===== src/rtl/mem_arbiter.sv =====
// mem_arbiter: shares one single-ported RAM between the icache (read-only)
// and the dcache (read/write). A grant is held for a whole block so fills and
// writebacks never interleave, and simultaneous requests alternate round-robin.
module mem_arbiter #(
  parameter int WORDS_PER_BLK = 2,
  parameter int ADDR_W        = 32,
  parameter int DATA_W        = 32
) (
  input  logic              CLK,
  input  logic              RST,
  // icache side
  input  logic              iREN,
  input  logic [ADDR_W-1:0] iaddr,
  output logic              iwait,
  output logic [DATA_W-1:0] iload,
  // dcache side
  input  logic              dREN,
  input  logic              dWEN,
  input  logic [ADDR_W-1:0] daddr,
  input  logic [DATA_W-1:0] dstore,
  output logic              dwait,
  output logic [DATA_W-1:0] dload,
  // RAM side
  output logic              ramREN,
  output logic              ramWEN,
  output logic [ADDR_W-1:0] ramaddr,
  output logic [DATA_W-1:0] ramstore,
  input  logic [DATA_W-1:0] ramload,
  input  logic [1:0]        ramstate,
  // sticky error flag
  output logic              err
);

  // One extra bit so the counter can never wrap inside a block.
  localparam int CNT_W = $clog2(WORDS_PER_BLK) + 1;

  localparam logic [1:0] RAM_ACCESS = 2'd2;
  localparam logic [1:0] RAM_ERROR  = 2'd3;

  typedef enum logic [1:0] {
    IDLE    = 2'd0,
    GRANT_I = 2'd1,
    GRANT_D = 2'd2
  } state_t;

  state_t           state_reg;
  logic [CNT_W-1:0] cnt_reg;
  logic             last_d_reg;  // 1: dcache was served last, 0: icache
  logic             err_reg;

  logic d_req;
  logic access;
  logic ram_error;
  logic blk_done;

  assign d_req     = dREN | dWEN;
  assign access    = (ramstate == RAM_ACCESS);
  assign ram_error = (ramstate == RAM_ERROR);
  assign blk_done  = access && (cnt_reg == CNT_W'(WORDS_PER_BLK - 1));

  // Grant sequencing, block word counting, round-robin history and error flag.
  always_ff @(posedge CLK or posedge RST) begin
    if (RST) begin
      state_reg  <= IDLE;
      cnt_reg    <= '0;
      last_d_reg <= 1'b0;
      err_reg    <= 1'b0;
    end else begin
      case (state_reg)
        IDLE: begin
          cnt_reg <= '0;
          if (iREN && d_req)
            state_reg <= last_d_reg ? GRANT_I : GRANT_D;
          else if (iREN)
            state_reg <= GRANT_I;
          else if (d_req)
            state_reg <= GRANT_D;
        end
        GRANT_I: begin
          if (ram_error)
            err_reg <= 1'b1;
          // Dropping the request abandons the partial block.
          if (!iREN || blk_done) begin
            state_reg  <= IDLE;
            cnt_reg    <= '0;
            last_d_reg <= 1'b0;
          end else if (access) begin
            cnt_reg <= cnt_reg + CNT_W'(1);
          end
        end
        GRANT_D: begin
          if (ram_error)
            err_reg <= 1'b1;
          if (!d_req || blk_done) begin
            state_reg  <= IDLE;
            cnt_reg    <= '0;
            last_d_reg <= 1'b1;
          end else if (access) begin
            cnt_reg <= cnt_reg + CNT_W'(1);
          end
        end
        default: begin
          state_reg <= IDLE;
          cnt_reg   <= '0;
        end
      endcase
    end
  end

  // RAM steering and wait generation follow the current grant and live inputs.
  always_comb begin
    ramREN   = 1'b0;
    ramWEN   = 1'b0;
    ramaddr  = '0;
    ramstore = '0;
    iwait    = 1'b1;
    dwait    = 1'b1;
    case (state_reg)
      GRANT_I: begin
        ramREN  = iREN;
        ramaddr = iaddr;
        iwait   = !access;
      end
      GRANT_D: begin
        // A write wins when the dcache raises both enables.
        ramWEN   = dWEN;
        ramREN   = dREN && !dWEN;
        ramaddr  = daddr;
        ramstore = dstore;
        dwait    = !access;
      end
      default: begin
      end
    endcase
  end

  // Read data is broadcast; each cache only samples it while its wait is low.
  assign iload = ramload;
  assign dload = ramload;
  assign err   = err_reg;

endmodule


===== config.mk =====
export PLATFORM = sky130hd
export DESIGN_NAME = mem_arbiter
export DESIGN_NICKNAME = d
export VERILOG_FILES = /design/src/rtl/mem_arbiter.sv
export SDC_FILE = /design/constraint.sdc
export NUM_CORES = 1
export LEC_CHECK = 0
export BUFFER_PORTS_ARGS = -buffer_cell sky130_fd_sc_hd__buf_4
export CORE_AREA = 3 3 102 104
export DETAILED_ROUTE_END_ITERATION = 16
export DIE_AREA = 0 0 105 107
export PLACE_DENSITY_LB_ADDON = 0.3
export SYNTH_ARGS = -nofsm -noshare
export SYNTH_HDL_FRONTEND = slang
export SYNTH_SLANG_ARGS = --single-unit

===== constraint.sdc =====
create_clock -name CLK -period 2.1 [get_ports CLK]
set_input_delay 0.21 -clock CLK [delete_from_list [all_inputs] [get_ports CLK]]
set_output_delay 0.21 -clock CLK [all_outputs]
set_load 0.02 [all_outputs]

==> results.txt <==
* Run status: finished, final reports clean
- IR analysis of the VDD net gives a maximum drop of 0.5672 mV.
* Leftover overflow at the end of global routing: 0
- The worst register-to-register path begins at state_reg[0].
* Initial antenna violation count: 0
- The routed layout has 1739 vias.
- Iter 0 DRT Violations: between 80 and 90
- Yosys printed 0 warnings.
- Pin placement for this block handled 268 I/O pins.
- Final Hold Slack: around 0.25 ns
* IO Port Bufs: between 150 and 200
- Post-DRT Antenna Nets: 0
- Worst hold-check path type: input pin to register
- Global Route Usage Sum: around a tenth
- For the final routed database, the setup TNS stands at 0 ns.
- Before antenna repair, the detailed router went through 4 iterations.
* Final Cycle Share: 91.04%
- STA puts the critical path data required time at 1.89 ns.
- Total number of placement rows: 36
* Chip Height: ~110 µm
- The endpoint identified for the worst register-to-register timing path is last_d_reg.
- Using the TritonRoute via totals, the vias-per-cell ratio works out to 3.839.
* Final routed wire length divided by cell count: 13.35 µm
* Root buffer cell: sky130_fd_sc_hd__clkbuf_8
- CTS tree: done
* Post-cts gate resize count: 0
- Counting the buffers created by CTS gives 3.
- Power per Cell Area: 1180 nW/µm²
* DIE AREA: 11240 µm²
- Final min period: 1.912 ns
* Reported max-cap violation count: 0
* Max H-tree Level: 1
- End of the worst hold path: err
* Final weighted congestion in routability-driven placement: 0.6735
- Proportion of layout cells with a drive suffix above 1: 56.88%
- Setup skew after layout: roughly 0.0014 ns
- STA classifies the critical path startpoint as a register.
- Cells on worst reg2reg path: 6
- Cell area after technology mapping: 1560 µm²
* Final net count: 461
* Number of global-route vias before repair: between 1500 and 2000
- Least-Margin Pin Slew: 0.3796 ns
- Power share of the sequential group: under 10%
- Synthesis instantiated 23 different standard cells from the library.
* Area of the core: between 9000 and 10000 µm²
* Final antenna diode count: 0
- Mapped Nets: ~360
- A synthesized cell averages roughly 7.2 µm².
- Number of cells in the design after placement: 449
- The analysis attributes to net switching a power of roughly 1.5 mW.
* Gate Count Post-Synth: 218
* Gate power share: 88.8%
- Internal power: 1.514 mW
- The number of max-slew violations in the final report was 0.
* Horizontal extent of the die: 105 µm
* RSZ-0062 raised after global routing: false
* Commonest cells after routing, fill and taps aside: 175 x sky130_fd_sc_hd__buf_4, 34 x sky130_fd_sc_hd__and2_1, 32 x sky130_fd_sc_hd__a22oi_1, 32 x sky130_fd_sc_hd__nor2b_1, 9 x sky130_fd_sc_hd__nand2_1
- After detailed routing, the number of remaining DRC violations is 0.
- Entering global routing, the biggest net connects 36 pins.
- Critical path capture point type: primary output
* Worst Path Max Fanout: 33
- Final hold violation count: 0
- Clock transition at path regs: 0.04 ns
- Routed wire length: 6048 µm
- Clock tree synthesis found a total of 6 sinks.
* Arrival time of the worst setup path: 1.70 ns
* Leakage Power: ~1.3 nW
- Timing would allow up to 523.1 MHz.
- Start point of the worst min-delay path: ramstate[0]
- Switching fraction of total power: around 50%
- The critical path is of the register to primary output type.
- Setup violations remaining at the end of the flow were counted as 0.
* Hold Path Depth: 2
- Slack of the worst reg-to-reg path: 0.49 ns
- Most common library cell in the layout ignoring fill and taps: sky130_fd_sc_hd__buf_4
- The synthesized design contains 6 register bits.
- Count of placed standard cells in the final layout, fillers left out: 453
* First-pass GRT wire length: 8783 µm
- Buffers inserted to repair hold after CTS numbered 1.
- The area growth from synthesis to layout is 65.20%.
* Share of synthesized area occupied by flip-flops and latches: under 10%
* Clk network pwr share: 5.5%
- DP HPWL: around 5000 µm
* Worst slew margin relative to its limit: approximately three quarters
- Longest Clk Path Bufs: 2
- Post-CTS Repair Setup Buffers: 0
- For the worst-skew pair, the clock arrives at the later sink with an insertion delay of 0.22 ns.
- Initial core utilization: between 10% and 20%
* Core occupancy in the finished layout: 26.74%
worst max path at each step:
stage | start | end | slack, ns | depth (start not counted)
after detailed placement | state_reg[1] | ramaddr[13] | 0.45 | 6
after floorplan | state_reg[1] | ramaddr[13] | 0.48 | 6
final | state_reg[1] | ramaddr[13] | 0.19 | 6
after global routing | state_reg[1] | ramaddr[31] | 0.08 | 6
after CTS | state_reg[1] | ramaddr[13] | 0.21 | 6
after global placement | state_reg[1] | ramaddr[13] | 0.47 | 6
synth_stat cells (all sizes together):
cell type / instances / area, µm²
mux2: 1 / 11.26
a32o: 1 / 10.01
o2bb2ai: 1 / 8.760
nor2: 3 / 11.26
a22o: 1 / 10.01
inv: 4 / 15.01
o21ai: 3 / 15.01
and2b: 1 / 7.510
clkbuf: 11 / 41.29
dfrtp: 6 / 150.1
a22oi: 32 / 240.2
nor3: 2 / 10.01
and2: 34 / 212.7
nand3b: 1 / 7.510
buf: 67 / 495.5
nand2: 9 / 33.78
ha: 4 / 50.05
a31o: 1 / 8.760
nor2b: 32 / 200.2
nand2b: 1 / 6.260
a21oi: 3 / 15.01
per-stage QoR:
step | area [µm²] | power, mW | setup slack, ns
after floorplan | 1560 | 1.962 | 0.4825
after global placement | 2526 | 2.879 | 0.4726
after detailed placement | 2526 | 2.899 | 0.4461
after CTS | 2577 | 3.078 | 0.2105
after global routing | 2577 | 3.284 | 0.07667
final | 2577 | 3.041 | 0.1882
logic make-up (layout without fill, tap and decap cells):
| group | Yosys count | after routing | synth area share [%] |
|---|---|---|---|
| buffers and inverters | 82 | 184 | 35.36 |
| DFF | 6 | 6 | 9.623 |
| adders and majority gates | 4 | 4 | 3.208 |
| muxes | 1 | 1 | 0.7217 |
| AOI/OAI and AO/OA | 42 | 42 | 19.73 |
| and+or+nand+nor | 83 | 83 | 31.36 |
worst max-delay path: stages (launching register included):
cell	delay, ns
sky130_fd_sc_hd__dfrtp_1	0.39
sky130_fd_sc_hd__inv_1	0.08
sky130_fd_sc_hd__ha_1	0.17
sky130_fd_sc_hd__buf_4	0.36
sky130_fd_sc_hd__a22oi_1	0.18
sky130_fd_sc_hd__nor2b_1	0.14
sky130_fd_sc_hd__buf_4	0.15
per-layer routing:
metal	global-route usage, %	up-vias	wire [µm]
li1	-	862	-
met1	10.82	779	2258
met2	16.68	80	3212
met3	2.649	18	475
met4	2.999	0	102
met5	0	-	0
area by class of cell:
class	instances	area, µm²
fillers	1095	7062
inverters	4	15.01
clock buffers	3	41.29
repair buffers	177	1344
multi-input cells	130	860.8
well taps	133	166.4
flip-flops and latches	6	150.1
power by group through the flow:
| stage | clock network, mW | registers [mW] | logic (mW) |
|---|---|---|---|
| after global placement | 0 | 0.173 | 2.71 |
| final | 0.168 | 0.174 | 2.70 |
| after detailed placement | 0 | 0.175 | 2.72 |
| after global routing | 0.177 | 0.178 | 2.93 |
| after floorplan | 0 | 0.170 | 1.79 |
| after CTS | 0.171 | 0.174 | 2.73 |
Power figures use the tool's default switching activity.
